==> src/rtl/alu_pkg.sv <==
// alu_pkg: shared ALU control encodings and pipeline sizing helper
package alu_pkg;
  typedef enum logic [1:0] {
    ADD = 2'b00,
    SUB = 2'b01,
    ADC = 2'b10,
    SBC = 2'b11
  } op_e;
  function automatic int chunk_w(input int width, input int stages);
    return width / stages;
  endfunction
endpackage

==> src/rtl/add_chunk.sv <==
// add_chunk: combinational W-bit adder slice exposing carry-out and carry into its top bit
module add_chunk #(
  parameter int W = 8
) (
  input  logic [W-1:0] a,
  input  logic [W-1:0] b,
  input  logic         cin,
  output logic [W-1:0] sum,
  output logic         cout,
  output logic         c_msb
);
  assign {cout, sum} = {1'b0, a} + {1'b0, b} + {{W{1'b0}}, cin};
  // carry into the top bit recovered from the top bit's own sum
  assign c_msb = a[W-1] ^ b[W-1] ^ sum[W-1];
endmodule

==> src/rtl/pipe_addsub.sv <==
// pipe_addsub: pipelined WIDTH-bit add/subtract, one carry-chained chunk per stage with valid/ready flow control
module pipe_addsub
  import alu_pkg::*;
#(
  parameter int WIDTH  = 32,
  parameter int STAGES = 4
) (
  input  logic             clk,
  input  logic             rst_n,
  input  logic             flush,
  input  logic             in_valid,
  output logic             in_ready,
  input  logic [WIDTH-1:0] a,
  input  logic [WIDTH-1:0] b,
  input  logic [1:0]       ctrl,
  input  logic             cin,
  output logic             out_valid,
  input  logic             out_ready,
  output logic [WIDTH-1:0] res,
  output logic             cout,
  output logic             ovf,
  output logic             zero
);
  localparam int C = chunk_w(WIDTH, STAGES);
  localparam int L = STAGES - 1;
  if (STAGES < 1 || STAGES > WIDTH || WIDTH % STAGES != 0) begin : g_bad_cfg
    $error("pipe_addsub: WIDTH must be a multiple of STAGES and 1 <= STAGES <= WIDTH");
  end
  op_e                          op;
  logic                         all_v;
  logic [STAGES-1:0]            v_q, c_q, en, src_v, src_c, ch_co, ch_cm;
  logic [STAGES-1:0][WIDTH-1:0] a_q, b_q, s_q, src_a, src_b, src_s, s_d;
  logic [STAGES-1:0][C-1:0]     ch_s;
  logic                         ovf_q, zero_q;
  assign op = op_e'(ctrl);
  // a stage may advance if it is empty or every stage below it can drain
  always_comb begin
    all_v = 1'b1;
    en    = '0;
    for (int k = L; k >= 0; k--) begin
      all_v = all_v & v_q[k];
      en[k] = out_ready | !all_v;
    end
  end
  assign in_ready = en[0] & !flush;
  always_comb begin
    src_a    = '0;
    src_b    = '0;
    src_c    = '0;
    src_s    = '0;
    src_v    = '0;
    src_a[0] = a;
    src_b[0] = (op == SUB || op == SBC) ? ~b : b;
    src_c[0] = (op == ADC || op == SBC) ? cin : ctrl[0];
    src_v[0] = in_valid & in_ready;
    for (int k = 1; k <= L; k++) begin
      src_a[k] = a_q[k-1];
      src_b[k] = b_q[k-1];
      src_c[k] = c_q[k-1];
      src_s[k] = s_q[k-1];
      src_v[k] = v_q[k-1];
    end
  end
  for (genvar i = 0; i < STAGES; i++) begin : g_stage
    add_chunk #(.W(C)) u_add (
      .a    (src_a[i][i*C +: C]),
      .b    (src_b[i][i*C +: C]),
      .cin  (src_c[i]),
      .sum  (ch_s[i]),
      .cout (ch_co[i]),
      .c_msb(ch_cm[i])
    );
  end
  always_comb begin
    s_d = src_s;
    for (int k = 0; k <= L; k++) s_d[k][k*C +: C] = ch_s[k];
  end
  always_ff @(posedge clk or negedge rst_n) begin
    if (!rst_n) begin
      v_q    <= '0;
      a_q    <= '0;
      b_q    <= '0;
      s_q    <= '0;
      c_q    <= '0;
      ovf_q  <= 1'b0;
      zero_q <= 1'b0;
    end else begin
      for (int k = 0; k <= L; k++) begin
        if (flush || en[k]) v_q[k] <= src_v[k] & !flush;
        if (en[k] && src_v[k] && !flush) begin
          a_q[k] <= src_a[k];
          b_q[k] <= src_b[k];
          s_q[k] <= s_d[k];
          c_q[k] <= ch_co[k];
        end
      end
      if (en[L] && src_v[L] && !flush) begin
        ovf_q  <= ch_cm[L] ^ ch_co[L];
        zero_q <= s_d[L] == '0;
      end
    end
  end
  assign out_valid = v_q[L];
  assign res       = s_q[L];
  assign cout      = c_q[L];
  assign ovf       = ovf_q;
  assign zero      = zero_q;
endmodule

==> config.mk <==
export PLATFORM = sky130hd
export DESIGN_NAME = pipe_addsub
export DESIGN_NICKNAME = d
export VERILOG_FILES = /design/src/rtl/alu_pkg.sv /design/src/rtl/add_chunk.sv /design/src/rtl/pipe_addsub.sv
export SDC_FILE = /design/constraint.sdc
export NUM_CORES = 1
export LEC_CHECK = 0
export CORE_AREA = 3 3 99 172
export DETAILED_ROUTE_END_ITERATION = 10
export DIE_AREA = 0 0 102 175
export PLACE_DENSITY = 0.78
export SETUP_SLACK_MARGIN = 0.15
export SLEW_MARGIN = 20
export SYNTH_ARGS = -nofsm -noshare
export SYNTH_HDL_FRONTEND = slang
export SYNTH_SLANG_ARGS = --single-unit
export TNS_END_PERCENT = 30
==> constraint.sdc <==
create_clock -name clk -period 3.4 [get_ports clk]
set_clock_uncertainty 0.15 [all_clocks]
set_input_delay 0.34 -clock clk [delete_from_list [all_inputs] [get_ports clk]]
set_output_delay 0.34 -clock clk [all_outputs]
set_load 0.01 [all_outputs]
**Yosys cells after proc, flatten, opt, wreduce, memory -nomap -nowiden**

Cells that the tools add are included.

- $add $sub $neg: 8
- Equality and inequality tests: 3
- Muxes and demuxes: 2
- Bitwise gates (word level): 17
- Reductions and logical operators: 20

Operators with widths:

| cell | number |
|---|---|
| adder 8 x 8 -> 9 bit | 4 |
| adder 9 x 1 -> 9 bit | 4 |
| logical NOT 32 bit | 1 |
| two-way mux 32 bit | 1 |
| inverter 32 bit | 1 |
| AND 1 bit | 9 |
| logical AND 1 bit | 8 |
| logical OR 1 bit | 6 |
| logical NOT 1 bit | 5 |
| == test 2 bit (second input constant) | 2 |
| OR 1 bit | 4 |
| XOR 1 bit | 3 |
| == test 2 x 1 -> 1 bit (second input constant) | 1 |
| two-way mux 1 bit | 1 |

- Flip-flop bits (word level): 282
- Bits of input ports: 72
- Output and inout port bits: 37
- Word-level logic and storage cells: 70

**Logic depth before layout (Yosys ltp)**

- Word-level depth: 9
- Gate-level depth with buffers: 12
- Gate-level depth less buffers: 10

**By module**

Synthesis repeated with hierarchy kept, for this count alone.

- Cell total of the unflattened synthesis: 629
- Area, all modules: 8784.7 sq um

Modules (own cells, without submodules):

| module | times used | cells each | area an instance (sq um) | sequential area each (sq um) |
|---|---|---|---|---|
| pipe_addsub | 1 | 457 | 7347.0 | 4654.5 |
| add_chunk (g_stage[1].u_add ...) | 3 | 43 | 364.1 | 0.0 |
| add_chunk (g_stage[0].u_add) | 1 | 43 | 345.3 | 0.0 |

**Worst setup path before layout**

Ideal clock, no wire load.

- Path kind: input port to flip-flop
- From: input ctrl[0]
- To: register c_q[0]
- Setup time: 0.095 ns
- Arrival: 2.381 ns
- Required time: 3.155 ns
- Path slack: 0.774 ns
- Stages on the path: 12
- Buffers on the path: 2
- Path through: clkbuf_1 buf_2 xor2_1 fa_1 inv_1 fa_1 inv_1 a21oi_1 o21bai_1 a31o_2 a21oi_1 o31ai_1

- Word-level cells in the longest chain between the ends: 5
- Elaborated cells on any way between the ends: 9
- Classes of those cells: 2 x add/sub; 3 x eq/ne; 2 x mux; 2 x reduce/logical

Ends and longest elaborated chain:

| element | RTL line | text |
|---|---|---|
| start: declaration | pipe_addsub.sv:15 | `input logic [1:0] ctrl,` |
| == test 2 x 1 -> 1 bit / == test 2 bit (equally long branches) | pipe_addsub.sv:53, pipe_addsub.sv:54 |  |
| logical OR 1 bit | pipe_addsub.sv:53 | `src_b[0] = (op == SUB \|\| op == SBC) ? ~b : b;` |
| two-way mux 32 bit | pipe_addsub.sv:53 |  |
| adder 8 x 8 -> 9 bit | add_chunk.sv:12 | `assign {cout, sum} = {1'b0, a} + {1'b0, b} + {{W{1'b0}}, cin};` |
| adder 9 x 1 -> 9 bit * | add_chunk.sv:12 |  |
| end signal: indexed assignment | pipe_addsub.sv:94 | `c_q[k] <= ch_co[k];` |
| end: declaration | pipe_addsub.sv:31 | `logic [STAGES-1:0] v_q, c_q, en, src_v, src_c, ch_co, ch_cm;` |

Every way passes the cells marked *; elsewhere a longest branch is shown, timed or not.
A chain may end at the register's enable or synchronous reset.

==> impl_results.md <==
* Status: finished, final reports clean
* Post-placement cell area at 0.00987 mm^2
* Layout area overhead at 22.7%
* DR pass1 iterations at 5
* Die Height at 175 um
* Final-report setup violation count at 0
* Vias in the first global route at 6032
* Syn Inst Count at 822
* Synth Warn # at 0
* Setup crit start kind: register
* Maximum vdd drop at 0.346 mV
* Resize count post-CTS at 0
* Fin. Hold Viols at 0
* Post-Layout Cell Count at 1125
* Ys flop type: dfrtp_1
* Worst path arrival time at 2.98 ns
* Die width at 102 um
* Drt total wl at 16500 um
* Crit. End Element: register
* Vias at 5904
* Commonest non-fill, non-tap cell in the layout: nand2_1
* Area occupied by registers at 0.00465 mm^2
* Routed WL per cell at 14.7 um
* Design area at 0.0106 mm^2
* # hold bufs at CTS at 1
* Unrepaired setup endpoints after global routing: false
* First-pass GRT wire length at 28900 um
* Slew Viols, Final at 0
* Maximum fanout along the worst path at 2
* Mapped Nets at 930
* Max Cap Violations at 0
* Dpl cells at 1093
* Clk_lat worst skew at 0.42 ns
* Worst-Margin Slew at 0.675 ns
* Setup Fix Bufs, Post-CTS at 0
* Ports at 109
* Rows at 61
* DR iter-0 viols at 190
* Port bufs at 108
* Post-route clock period utilization at 82.2%
* Pin count of the biggest net entering global routing at 84
* Initial Util at 54.3%
* WHS at 0.252 ns
* Fraction of layout cells with a size suffix above 1 at 11.8%
* Residual DRC at 0
* Max Root-Sink Buffers at 2
* Slew HR at 55.0%
* WP buf/inv at 0
* Root buf cell: clkbuf_16
* Routed Antenna Nets at 0
* CTS tree: yes
* Total gr overflow at 0
* EDFF count, synth at 0
* Kind of critical path: register to register
* Ys async rst share at 100%
* Cell-by-cell trace of the critical path: fa_1 > fa_1 > nor4_1 > nand4_1 > nor4_1 > nand4_1 > nand4b_1 > o31ai_2
* Final core area utilization at 66.6%
* Static Leak at 0.00518 uW
* Multi-input logic area at 0.00369 mm^2
* Initial antenna violation count at 0
* Min-Delay Path Class: primary input to register
* Clk sinks at 186
* CTS clk-pin slew, worst paths at 0.07 ns
* Slowest cell on the critical path: fa_1
* Die ar. at 0.0179 mm^2
* ANT cells at 0
* Final #Nets at 1032
* Detailed Place HPWL at 11800 um
* Most frequent cells in the layout: nand2_1, dfrtp_1, clkdlybuf4s50_1
* Vias/cell at 5.25
* FMAX at 358 MHz
* Critical path data required time at 3.58 ns
* Htree depth at 4
* Delay-heaviest family, CP: simple AND/OR/NAND/NOR gates
* Power Density at 685 mW/mm^2
* Syn_area_per_cell at 10.5 um^2
* Placeable Area at 0.0159 mm^2
* Total global-route track usage at 20.0%
* Post-synthesis cell area at 0.00862 mm^2
* Min Tclk post-route at 2.79 ns
* Setup TNS Final at 0 ns
* # fillers at 1204
* Slowest stage delay, CP at 0.47 ns
* Routability congestion estimate at 0.831
* Post-synthesis sequential area ratio at 54.0%
* CTS Buf Count at 17
* Yosys reg bits at 186
* Distinct cell type count after synthesis at 48
==> logic make-up (layout without fill, tap and decap cells) <==
| group | count (synthesis) | after routing | synth area share (%) |
|---|---|---|---|
| AO/OA/AOI/OAI | 109 | 109 | 7.48 |
| XOR/XNOR | 50 | 50 | 5.08 |
| adder cells (fa/ha/maj) | 36 | 36 | 5.92 |
| buffers and inverters | 58 | 172 | 3.34 |
| flip-flops | 186 | 186 | 54.0 |
| multiplexers | 57 | 57 | 8.51 |
| AND/OR/NAND/NOR | 326 | 326 | 15.7 |
==> through the flow <==
stage	setup slack [ns]	total power, uW
3_5_place_dp	0.511	4970
5_1_grt	0.370	7660
4_1_cts	0.538	7300
2_1_floorplan	0.774	4210
6_report	0.606	7240
3_3_place_gp	0.539	4890
==> registers in the layout (all words and copies together) (netlist names) <==
signal,cells
zero,1
c_q,4
ovf,1
s_d,48
v_q,4
a_q,48
res,32
b_q,48
==> worst paths after layout <==
kind | from | endpoint | slack, ns | cells past startpoint
max | a_q[88] | zero | 0.61 | 8
min | ctrl[0] | b_q[29] | 0.25 | 3
max reg2reg | a_q[88] | zero | 0.61 | 8
min reg2reg | s_d[70] | s_d[102] | 0.32 | 2
max in group asynchronous | rst_n | s_d[115] | 1.78 | 3
min in group asynchronous | rst_n | zero | 0.36 | 2
==> metal layers <==
layer	global-route usage [%]	routed length (um)	part of all wire (%)	vias up
met5	0	0	0	-
met4	5.69	312	1.9	0
met3	3.20	455	2.8	21
met2	33.2	8520	52	118
met1	27.1	7220	44	2841
li1	-	-	-	2924
==> worst register-to-register path, cell delays in order, from the launching register on <==
cell and delay, ns:
dfrtp_1 0.40, fa_1 0.47, fa_1 0.45, nor4_1 0.23, nand4_1 0.13, nor4_1 0.34, nand4_1 0.15, nand4b_1 0.20
o31ai_2 0.18
==> cell usage after synthesis (10+ instances only) <==
library cell	instances	share of area [%]
a21o_1	10	0.87
a21oi_1	18	1.0
buf_2	23	1.3
clkbuf_1	10	0.44
dfrtp_1	186	54
ha_1	28	4.1
inv_1	19	0.83
mux2_2	30	3.9
mux2_4	25	4.4
nand2_1	266	12
nor2_1	19	0.83
o21ai_0	42	2.4
o21ai_1	16	0.93
xnor2_1	35	3.6
xor2_1	15	1.5
==> report_power, final <==
part           internal [uW]  switching [uW]  total [uW]
Combinational            959             835        1790
Sequential              2770             368        3140
Clock                   1460             844        2310
==> area by class of cell <==
type	count	area share (%)
timing repair buffer	122	11.6
tap	189	2.24
inverter	19	0.674
clock buffer	17	4.02
multi-input combinational	578	34.9
sequential	186	44.0
clock inverter	14	2.52
(Power assumes the default switching activity.)
